File: src/rtl/mips_mc_ctrl.sv
// Multi-cycle MIPS control FSM: sequences FETCH/DCD/EXE/MEM/WB and drives all datapath selects and strobes.
// Optional feature: define MIPS_CTRL_ILLEGAL_TRAP_EN to trap illegal instructions (otherwise they retire as NOPs).
module mips_mc_ctrl (
  input  logic       clk,
  input  logic       rst,
  input  logic [5:0] op,
  input  logic [5:0] funct,
  input  logic       zero,
  input  logic       im_ack,
  input  logic       dm_ack,
  output logic       im_rd,
  output logic       ir_wr,
  output logic       pc_wr,
  output logic [1:0] npc_op,
  output logic [1:0] ext_op,
  output logic [2:0] alu_op,
  output logic       b_sel,
  output logic       dm_rd,
  output logic       dm_wr,
  output logic       rf_wr,
  output logic [1:0] a3_sel,
  output logic [1:0] wd_sel,
  output logic [2:0] state,
  output logic       illegal
);

  localparam logic [5:0] OP_RTYPE = 6'b000000;
  localparam logic [5:0] OP_J     = 6'b000010;
  localparam logic [5:0] OP_JAL   = 6'b000011;
  localparam logic [5:0] OP_BEQ   = 6'b000100;
  localparam logic [5:0] OP_ADDIU = 6'b001001;
  localparam logic [5:0] OP_ORI   = 6'b001101;
  localparam logic [5:0] OP_LUI   = 6'b001111;
  localparam logic [5:0] OP_LW    = 6'b100011;
  localparam logic [5:0] OP_SW    = 6'b101011;

  localparam logic [5:0] FN_ADDU = 6'b100001;
  localparam logic [5:0] FN_SUBU = 6'b100011;
  localparam logic [5:0] FN_AND  = 6'b100100;
  localparam logic [5:0] FN_OR   = 6'b100101;
  localparam logic [5:0] FN_SLT  = 6'b101010;
  localparam logic [5:0] FN_JR   = 6'b001000;

  localparam logic [2:0] ALU_ADD   = 3'd0;
  localparam logic [2:0] ALU_SUB   = 3'd1;
  localparam logic [2:0] ALU_AND   = 3'd2;
  localparam logic [2:0] ALU_OR    = 3'd3;
  localparam logic [2:0] ALU_SLT   = 3'd4;
  localparam logic [2:0] ALU_PASSB = 3'd5;

  localparam logic [1:0] NPC_PC4 = 2'd0;
  localparam logic [1:0] NPC_BR  = 2'd1;
  localparam logic [1:0] NPC_J   = 2'd2;
  localparam logic [1:0] NPC_JR  = 2'd3;

  // Extender modes; ExtOp_WIDTH is 2.
  localparam logic [1:0] EXTOP_SIGNED = 2'd0;
  localparam logic [1:0] EXTOP_UNSIGN = 2'd1;
  localparam logic [1:0] EXTOP_HIGH16 = 2'd2;

  localparam logic [1:0] A3_RT = 2'd0;
  localparam logic [1:0] A3_RD = 2'd1;
  localparam logic [1:0] A3_RA = 2'd2;

  localparam logic [1:0] WD_ALU = 2'd0;
  localparam logic [1:0] WD_DM  = 2'd1;
  localparam logic [1:0] WD_PC  = 2'd2;

  typedef enum logic [2:0] {
    S_FETCH = 3'd0,
    S_DCD   = 3'd1,
    S_EXE   = 3'd2,
    S_MEM   = 3'd3,
    S_WB    = 3'd4,
    S_TRAP  = 3'd5
  } state_e;

  state_e state_q, state_d;

  logic       is_r, is_ralu, is_jr, is_j, is_jal, is_beq, is_lw, is_sw, is_legal;
  logic [2:0] alu_x;
  logic       b_sel_x;

  always_comb begin
    is_r    = (op == OP_RTYPE);
    is_jr   = is_r && (funct == FN_JR);
    is_ralu = is_r && ((funct == FN_ADDU) || (funct == FN_SUBU) || (funct == FN_AND) ||
                       (funct == FN_OR)   || (funct == FN_SLT));
    is_j    = (op == OP_J);
    is_jal  = (op == OP_JAL);
    is_beq  = (op == OP_BEQ);
    is_lw   = (op == OP_LW);
    is_sw   = (op == OP_SW);
    is_legal = is_ralu || is_jr || is_j || is_jal || is_beq || is_lw || is_sw ||
               (op == OP_ADDIU) || (op == OP_ORI) || (op == OP_LUI);
  end

  // ALU setup is a pure function of the instruction so it stays stable from EXE through WB.
  always_comb begin
    alu_x   = ALU_ADD;
    b_sel_x = 1'b0;
    case (op)
      OP_RTYPE: begin
        case (funct)
          FN_SUBU: alu_x = ALU_SUB;
          FN_AND:  alu_x = ALU_AND;
          FN_OR:   alu_x = ALU_OR;
          FN_SLT:  alu_x = ALU_SLT;
          default: alu_x = ALU_ADD;
        endcase
      end
      OP_BEQ:   alu_x = ALU_SUB;
      OP_ORI:   begin alu_x = ALU_OR;    b_sel_x = 1'b1; end
      OP_LUI:   begin alu_x = ALU_PASSB; b_sel_x = 1'b1; end
      OP_ADDIU, OP_LW, OP_SW: begin alu_x = ALU_ADD; b_sel_x = 1'b1; end
      default:  alu_x = ALU_ADD;
    endcase
  end

  always_comb begin
    case (op)
      OP_ORI:  ext_op = EXTOP_UNSIGN;
      OP_LUI:  ext_op = EXTOP_HIGH16;
      default: ext_op = EXTOP_SIGNED;
    endcase
  end

  always_comb begin
    state_d = state_q;
    im_rd   = 1'b0;
    ir_wr   = 1'b0;
    pc_wr   = 1'b0;
    npc_op  = NPC_PC4;
    alu_op  = ALU_ADD;
    b_sel   = 1'b0;
    dm_rd   = 1'b0;
    dm_wr   = 1'b0;
    rf_wr   = 1'b0;
    a3_sel  = A3_RT;
    wd_sel  = WD_ALU;
    case (state_q)
      S_FETCH: begin
        im_rd = 1'b1;
        if (im_ack) begin
          ir_wr   = 1'b1;
          pc_wr   = 1'b1;
          state_d = S_DCD;
        end
      end
      S_DCD: begin
        if (is_j || is_jal) begin
          pc_wr   = 1'b1;
          npc_op  = NPC_J;
          state_d = S_FETCH;
          if (is_jal) begin
            rf_wr  = 1'b1;
            a3_sel = A3_RA;
            wd_sel = WD_PC;
          end
        end else if (is_jr) begin
          pc_wr   = 1'b1;
          npc_op  = NPC_JR;
          state_d = S_FETCH;
        end else if (is_legal) begin
          state_d = S_EXE;
        end else begin
`ifdef MIPS_CTRL_ILLEGAL_TRAP_EN
          state_d = S_TRAP;
`else
          state_d = S_FETCH;
`endif
        end
      end
      S_EXE: begin
        alu_op = alu_x;
        b_sel  = b_sel_x;
        if (is_beq) begin
          pc_wr   = zero;
          npc_op  = NPC_BR;
          state_d = S_FETCH;
        end else if (is_lw || is_sw) begin
          state_d = S_MEM;
        end else begin
          state_d = S_WB;
        end
      end
      S_MEM: begin
        alu_op = alu_x;
        b_sel  = b_sel_x;
        dm_rd  = is_lw;
        dm_wr  = is_sw;
        if (dm_ack) state_d = is_lw ? S_WB : S_FETCH;
      end
      S_WB: begin
        alu_op  = alu_x;
        b_sel   = b_sel_x;
        rf_wr   = 1'b1;
        a3_sel  = is_r ? A3_RD : A3_RT;
        wd_sel  = is_lw ? WD_DM : WD_ALU;
        state_d = S_FETCH;
      end
      S_TRAP:  state_d = S_TRAP;
      default: state_d = S_FETCH;
    endcase
    // Reset abandons whatever is in flight without touching memory, PC or registers.
    if (rst) begin
      state_d = S_FETCH;
      im_rd   = 1'b0;
      ir_wr   = 1'b0;
      pc_wr   = 1'b0;
      rf_wr   = 1'b0;
      dm_rd   = 1'b0;
      dm_wr   = 1'b0;
    end
  end

  always_ff @(posedge clk) begin
    state_q <= state_d;
  end

  assign state = state_q;

`ifdef MIPS_CTRL_ILLEGAL_TRAP_EN
  logic illegal_q;

  always_ff @(posedge clk) begin
    if (rst) begin
      illegal_q <= 1'b0;
    end else if ((state_q == S_DCD) && !is_legal) begin
      illegal_q <= 1'b1;
    end
  end

  assign illegal = illegal_q;
`else
  assign illegal = 1'b0;
`endif

endmodule

File: config.mk
export PLATFORM = sky130hd
export DESIGN_NAME = mips_mc_ctrl
export DESIGN_NICKNAME = d
export VERILOG_FILES = /design/src/rtl/mips_mc_ctrl.sv
export SDC_FILE = /design/constraint.sdc
export NUM_CORES = 1
export LEC_CHECK = 0
export ABC_AREA = 1
export CORE_MARGIN = 4
export CORE_UTILIZATION = 35
export DETAILED_ROUTE_END_ITERATION = 8
export HOLD_SLACK_MARGIN = 0.15
export PLACE_DENSITY = 0.81
export SLEW_MARGIN = 40
export SYNTH_ARGS = -nofsm -noshare
export SYNTH_HDL_FRONTEND = slang
export SYNTH_SLANG_ARGS = --single-unit
File: constraint.sdc
create_clock -name clk -period 1.8 [get_ports clk]
set_clock_uncertainty 0.05 [all_clocks]
set_input_delay 0.27 -clock clk [delete_from_list [all_inputs] [get_ports clk]]
set_output_delay 0.27 -clock clk [all_outputs]
set_load 0.01 [all_outputs]
==> metrics.md, run 1 <==
| Metric | Value |
|---|---|
| Max FFs per register | 3 |
| Chip Width | 49.17 um |
| CP Buf/Inv Count | 3 |
| Slowest CP cell | dfxtp_2 |
| Num Clock Sinks | 3 |
| Clk_lat worst skew | between 0.2 and 0.25 ns |
| HPWL Detailed | 1.962 mm |
| Setup ws final | between 0.05 and 0.06 ns |
| Die Span Y | between 40 and 50 um |
| Die area | 2417 um2 |
| Routed Antenna Nets | 0 |
| Setup Slack @ Placement | -0.5993 ns |
| Num rows | 14 |
| Post-synthesis cell count | around 120 |
| Placer Congestion | 0.8491 |
| CTS Buffer Depth | 2 |
| Final #Nets | approximately 210 |
| Drt first pass iters | 6 |
| Num CTS Buffers | 3 |
| Top Layer Used | met4 |
| CP endpoint kind | output port |
| Fin. Hold Viols | 0 |
| Post-Layout Cell Count | 210 |
| Crit-path most repeated cell | nor2_2 |
| Gr usage total | roughly 23% |
| Pwr dens | a little under 300 nW/um2 |
| Initial antenna violation count | 0 |
| Period utilization | 97.09% |
| Status | completed |
| Max Cap Violations | 0 |
| Top Ports | 39 |
| Vias/cell | 5.281 |
| Setup violators final | 0 |
| Clk root buf | clkbuf_4 |
| M1 WL | between 1 and 1.5 mm |
| TritonCTS clock tree | done |
| Layout area overhead | 117.1% |
| Yosys reg bits | 3 |
| Avg WL per Cell | 14.91 um |
| GRT overflow | 0 |
| Overall routed net length | 3.132 mm |
| Via count | 1109 |
| H-tree levels | 1 |
| Total power | 372.3 uW |
| Fmax | 572.2 MHz |
| Fin crit period | around 1.7 ns |
| Netlist cell types | 23 |
| Fin. max-slew vios | 0 |
| Crit path max fanout | 3 |
| WL met2 | around 1.7 mm |
| Layout cells sized above 1 | 50.00% |
| Syn nets | about 130 |
| N_diodes | 0 |
| Fraction of the yosys area taken by sequential cells | roughly a tenth |
| Initial DRC count | 25 |
| Core area | ~1600 um2 |
| Worst Path Arrival | 1.43 ns |
| Leakage power | 0.7442 nW |
| CP top delay family | buffers and inverters |
| Port bufs | 37 |
| Vias in the first global route | 1097 |
| Worst setup SP type | register |
| Area of the mapped netlist | 593.1 um2 |
| Clk slew on worst S/H paths | 0.03 ns |
| Required time worst endpoint | between 1 and 1.5 ns |
| Mean Syn Cell Area | roughly 5.1 um2 |
| CP max stage delay | approximately 0.33 ns |
| Placed insts | 196 |
| Largest net degree at the start of global routing | 7 |
| Critical path class | reg2out |
| DR DRC count | 0 |
| Max IR drop VDD | 0.4785 mV |
| HP Class | in2reg |
| Initial Utilization | between 30% and 40% |
| Met3 Routed Length | 167 um |
| CP Cell Sequence | buf_6 > nor4_4 > buf_4 > nor2_2 > nor2_2 > buf_2 |
| Global-route wire length before repair | 4.464 mm |
| Warning count from the yosys run | 0 |
| Hold Worst Slack | 0.6224 ns |
-- tightest hold or removal path: stages --
cell             delay, ns
clkdlybuf4s50_1       0.42
inv_1                 0.08
nand2_1               0.05
inv_1                 0.04
-- report_power, final --
group          leakage, nW  internal (mW)  switching (mW)  total (mW)
combinational        0.703         0.0904          0.0933       0.184
clock               0.0150         0.0829          0.0315       0.114
sequential          0.0261         0.0698         0.00446      0.0743
-- logic make-up after synthesis --
logic type             count (synthesis)  share of synthesized area (%)
AND/OR/NAND/NOR                       78                          63.71
buffers and inverters                 27                          18.35
other                                  1                         0.6323
AO/OA/AOI/OAI                          8                          7.173
flip-flops                             3                          10.13
-- metrics by stage --
step	utilization [%]	setup TNS (ns)	instance area, um2
3_3_place_gp	75.60	-6.739	1179
5_1_grt	82.58	-0.1386	1287
6_report	82.58	0	1287
4_1_cts	79.37	-0.06443	1237
2_1_floorplan	-	0	593.1
3_5_place_dp	75.60	-7.430	1179
-- Yosys cell counts --
| cell type | instances | area share, % |
|---|---|---|
| nor2_1 | 25 | 16 |
| nand2_1 | 22 | 14 |
| inv_1 | 17 | 11 |
| nand3_1 | 13 | 11 |
| inv_2 | 8 | 5.1 |
| nor3_1 | 4 | 3.4 |
| a21oi_1 | 3 | 2.5 |
| dfxtp_1 | 3 | 10 |
| nor2_2 | 3 | 3.2 |
| buf_4 | 2 | 2.5 |
| nand2_2 | 2 | 2.1 |
| nand3b_1 | 2 | 2.5 |
| nor2_4 | 2 | 3.8 |
| o21ai_1 | 2 | 1.7 |
| a31oi_1 | 1 | 1.1 |
| conb_1 | 1 | 0.63 |
| nand3_2 | 1 | 1.7 |
| nand4_1 | 1 | 1.1 |
| nand4_2 | 1 | 2.1 |
| nor4_1 | 1 | 1.1 |
| nor4_2 | 1 | 2.1 |
| o21ai_0 | 1 | 0.84 |
| o22ai_1 | 1 | 1.1 |
-- path summary, 6_finish.rpt --
check        slack (ns)      from  endpoint  cells past startpoint
min                0.62       rst  state[1]                      4
max                0.05  state[2]     rf_wr                      6
min reg2reg        0.67  state[2]  state[0]                      4
max reg2reg        0.53  state[0]  state[0]                      7
-- metal layers --
metal	vias up	global-route usage, %
li1	526	-
met1	502	22.40
met2	61	45.09
met3	20	4.587
met4	0	9.479
met5	-	0
-- cells in the final DEF, fill, tap and decap left out, types with 2 or more instances in the layout --
cell type / count
a21oi_1: 2
buf_2: 7
buf_4: 38
clkbuf_2: 7
clkbuf_4: 3
clkdlybuf4s50_1: 7
dfxtp_2: 2
dlygate4sd2_1: 11
inv_1: 15
inv_2: 10
nand2_1: 18
nand2_2: 6
nand3_1: 10
nand3_2: 3
nand3b_1: 2
nor2_1: 17
nor2_2: 9
nor2_4: 4
nor3_1: 4
o21ai_1: 2
-- repair_timing --
item	in CTS	in global routing
buffers inserted	8	3
hold buffers	0	0
pin swaps	11	12
resized for setup	60	42
endpoints found under the hold margin	0	0
setup endpoints to repair	18	13
-- area by class of cell --
type | count | area (um2)
Timing Repair Buffer | 75 | 575.6
Sequential cell | 3 | 66.31
Clock buffer | 4 | 26.28
Inverter | 25 | 93.84
Multi-Input combinational cell | 87 | 505.5
Tap cell | 16 | 20.02
Fill cell | 114 | 271.5
Power figures use the tool's default switching activity.
==> inputs of run 2 (changes only) <==
CTS_BUF_LIST = sky130_fd_sc_hd__clkbuf_16   (was not set)
==> metrics.md, run 2 (synthesis results as in run 1) <==
| Metric | Value |
|---|---|
| Slowest CP cell | dfxtp_2 |
| Overall routed net length | 3.239 mm (+3.4%) |
| Layout cells sized above 1 | 49.48% (-0.52 points) |
| Clk slew on worst S/H paths | 0.03 ns (about the same) |
| Port bufs | 37 (unchanged) |
| Crit path max fanout | 4 (+1) |
| Vias in the first global route | 1126 (+2.6%) |
| CP endpoint kind | output port |
| Busiest grt layer | met2 |
| CP Cell Sequence | nor2_4 > inv_2 > nor2_4 > inv_2 > buf_4 > nor2_1 > dlygate4sd2_1 |
| GR met2 Demand/Resource | 50.67% (+5.6 points) |
| Hold Worst Slack | 0.6655 ns (+0.04304 ns) |
| Met1 Track Usage GR | 25.55% (+3.1 points) |
| Placer Congestion | 0.8491 (unchanged) |
| Critical path class | reg2out |
| Required time worst endpoint | 1.48 ns (about the same) |
| H-tree levels | 1 (unchanged) |
| Initial antenna violation count | 0 (unchanged) |
| Global-route wire length before repair | 4.905 mm (+9.9%) |
| Max IR drop VDD | 0.6519 mV (+36%) |
| Layout area overhead | 127.6% |
| Util after Layout | 86.60% (+4.0 points) |
| HPWL Detailed | 1.962 mm (unchanged) |
| Met3 usage | 3.364% (-1.2 points) |
| Final #Nets | 212 (unchanged) |
| Initial DRC count | 38 (+52%) |
| CP max stage delay | 0.34 ns (about the same) |
| TritonCTS clock tree | done |
| HP Class | in2reg |
| Routed Antenna Nets | 0 (unchanged) |
| Worst Path Arrival | 1.46 ns (+0.03 ns) |
| Period utilization | 98.69% (+1.6 points) |
| Pwr dens | 455.9 nW/um2 (+58%) |
| Setup violators final | 0 (unchanged) |
| Placed insts | 196 (unchanged) |
| Num rows | 14 (unchanged) |
| Largest net degree at the start of global routing | 7 (unchanged) |
| Max FFs per register | 3 (unchanged) |
| Initial Utilization | 38.04% (unchanged) |
| Core area | 1559 um2 (unchanged) |
| Fin. max-slew vios | 0 (unchanged) |
| Worst setup SP type | register |
| N_diodes | 0 (unchanged) |
| Clk root buf | clkbuf_16 |
| Die area | 2417 um2 (unchanged) |
| Avg WL per Cell | 15.42 um (+3.4%) |
| Chip Width | 49.17 um (unchanged) |
| Via count | 1094 (-1.4%) |
| CTS Buffer Depth | 2 (unchanged) |
| Die Span Y | 49.17 um (unchanged) |
| Top Ports | 39 (unchanged) |
| Post-Layout Cell Count | 210 (unchanged) |
| DR DRC count | 0 (unchanged) |
| Fin crit period | 1.776 ns (+0.02882 ns) |
| Clk_lat worst skew | 0.22 ns (about the same) |
| Fmax | 562.9 MHz (-1.6%) |
| Drt first pass iters | 4 (-2) |
| Num Clock Sinks | 3 (unchanged) |
| Gr usage total | 25.19% (+2.4 points) |
| Fin. Hold Viols | 0 (unchanged) |
| Most frequent cells in the layout | buf_4, nand2_1, nor2_1 |
| Leakage power | 0.7748 nW (+4.1%) |
| Max Cap Violations | 0 (unchanged) |
| Commonest non-fill, non-tap cell in the layout | buf_4 |
| GRT overflow | 0 (unchanged) |
| Num CTS Buffers | 3 (unchanged) |
| Vias/cell | 5.210 (-1.4%) |
| Filler Cell Count | 98 (-14%) |
| Status | completed |
run 2: cell types whose count changed in the layout (fill, tap and decap cells not counted), sizes merged:
cell | before | now
buf | 46 | 45
clkdlybuf4s15 | 2 | 4
clkbuf | 11 | 10
inv | 25 | 26
dlygate4sd1 | 1 | 0
run 2: cell type report:
class | instances | area, um2 | share of cell area [%]
Multi-Input combinational cell | 87 | 503.0 | 37.26
Sequential cell | 3 | 62.56 | 4.634
Tap cell | 16 | 20.02 | 1.483
Inverter | 25 | 93.84 | 6.951
Timing Repair Buffer | 75 | 591.8 | 43.84
Clock inverter | 1 | 3.754 | 0.2780
Clock buffer | 3 | 75.07 | 5.561
run 2: path summary, 6_finish.rpt:
check	from	endpoint	slack (ns)	cells past startpoint
worst max register to register	state[2]	state[0]	0.44	8
worst max-delay path	state[1]	a3_sel[0]	0.02	7
worst min-delay path	rst	state[1]	0.67	4
worst min register to register	state[0]	state[0]	0.73	4
run 2: report_power, final:
part	leakage (nW)	internal, mW	switching [mW]
registers	0.0252	0.0702	0.00414
logic	0.707	0.0953	0.0968
clock network	0.0423	0.287	0.0625
run 2: worst max-delay path: cells and delay by family, from the launching register on:
kind | cells | cell delay (ns)
buffers and inverters | 4 | 0.54
DFF | 1 | 0.34
and+or+nand+nor | 3 | 0.35
run 2: repair_timing:
item	4_1_cts	5_1_grt
resized for setup	63	39
buffers inserted	8	4
setup endpoints to repair	18	13
hold buffers	0	0
pin swaps	12	9
run 2: per-stage QoR:
stage | worst slack (ns) | setup TNS (ns) | power, mW | instance area (um2)
after floorplan | 0.2531 | 0 | 0.1332 | 593.1
after global placement | -0.5142 | -6.739 | 0.2330 | 1179
after detailed placement | -0.5993 | -7.430 | 0.2378 | 1179
after CTS | -0.06443 | -0.06443 | 0.5906 | 1294
after global routing | -0.02185 | -0.07137 | 0.6396 | 1350
final | 0.02354 | 0 | 0.6155 | 1350
run 2: routing by layer:
layer  share of wire [%]  routed length (um)
met5                   0                   0
met2                  54                1757
met1                  39                1258
met3                 5.1                 164
met4                 1.8                  58
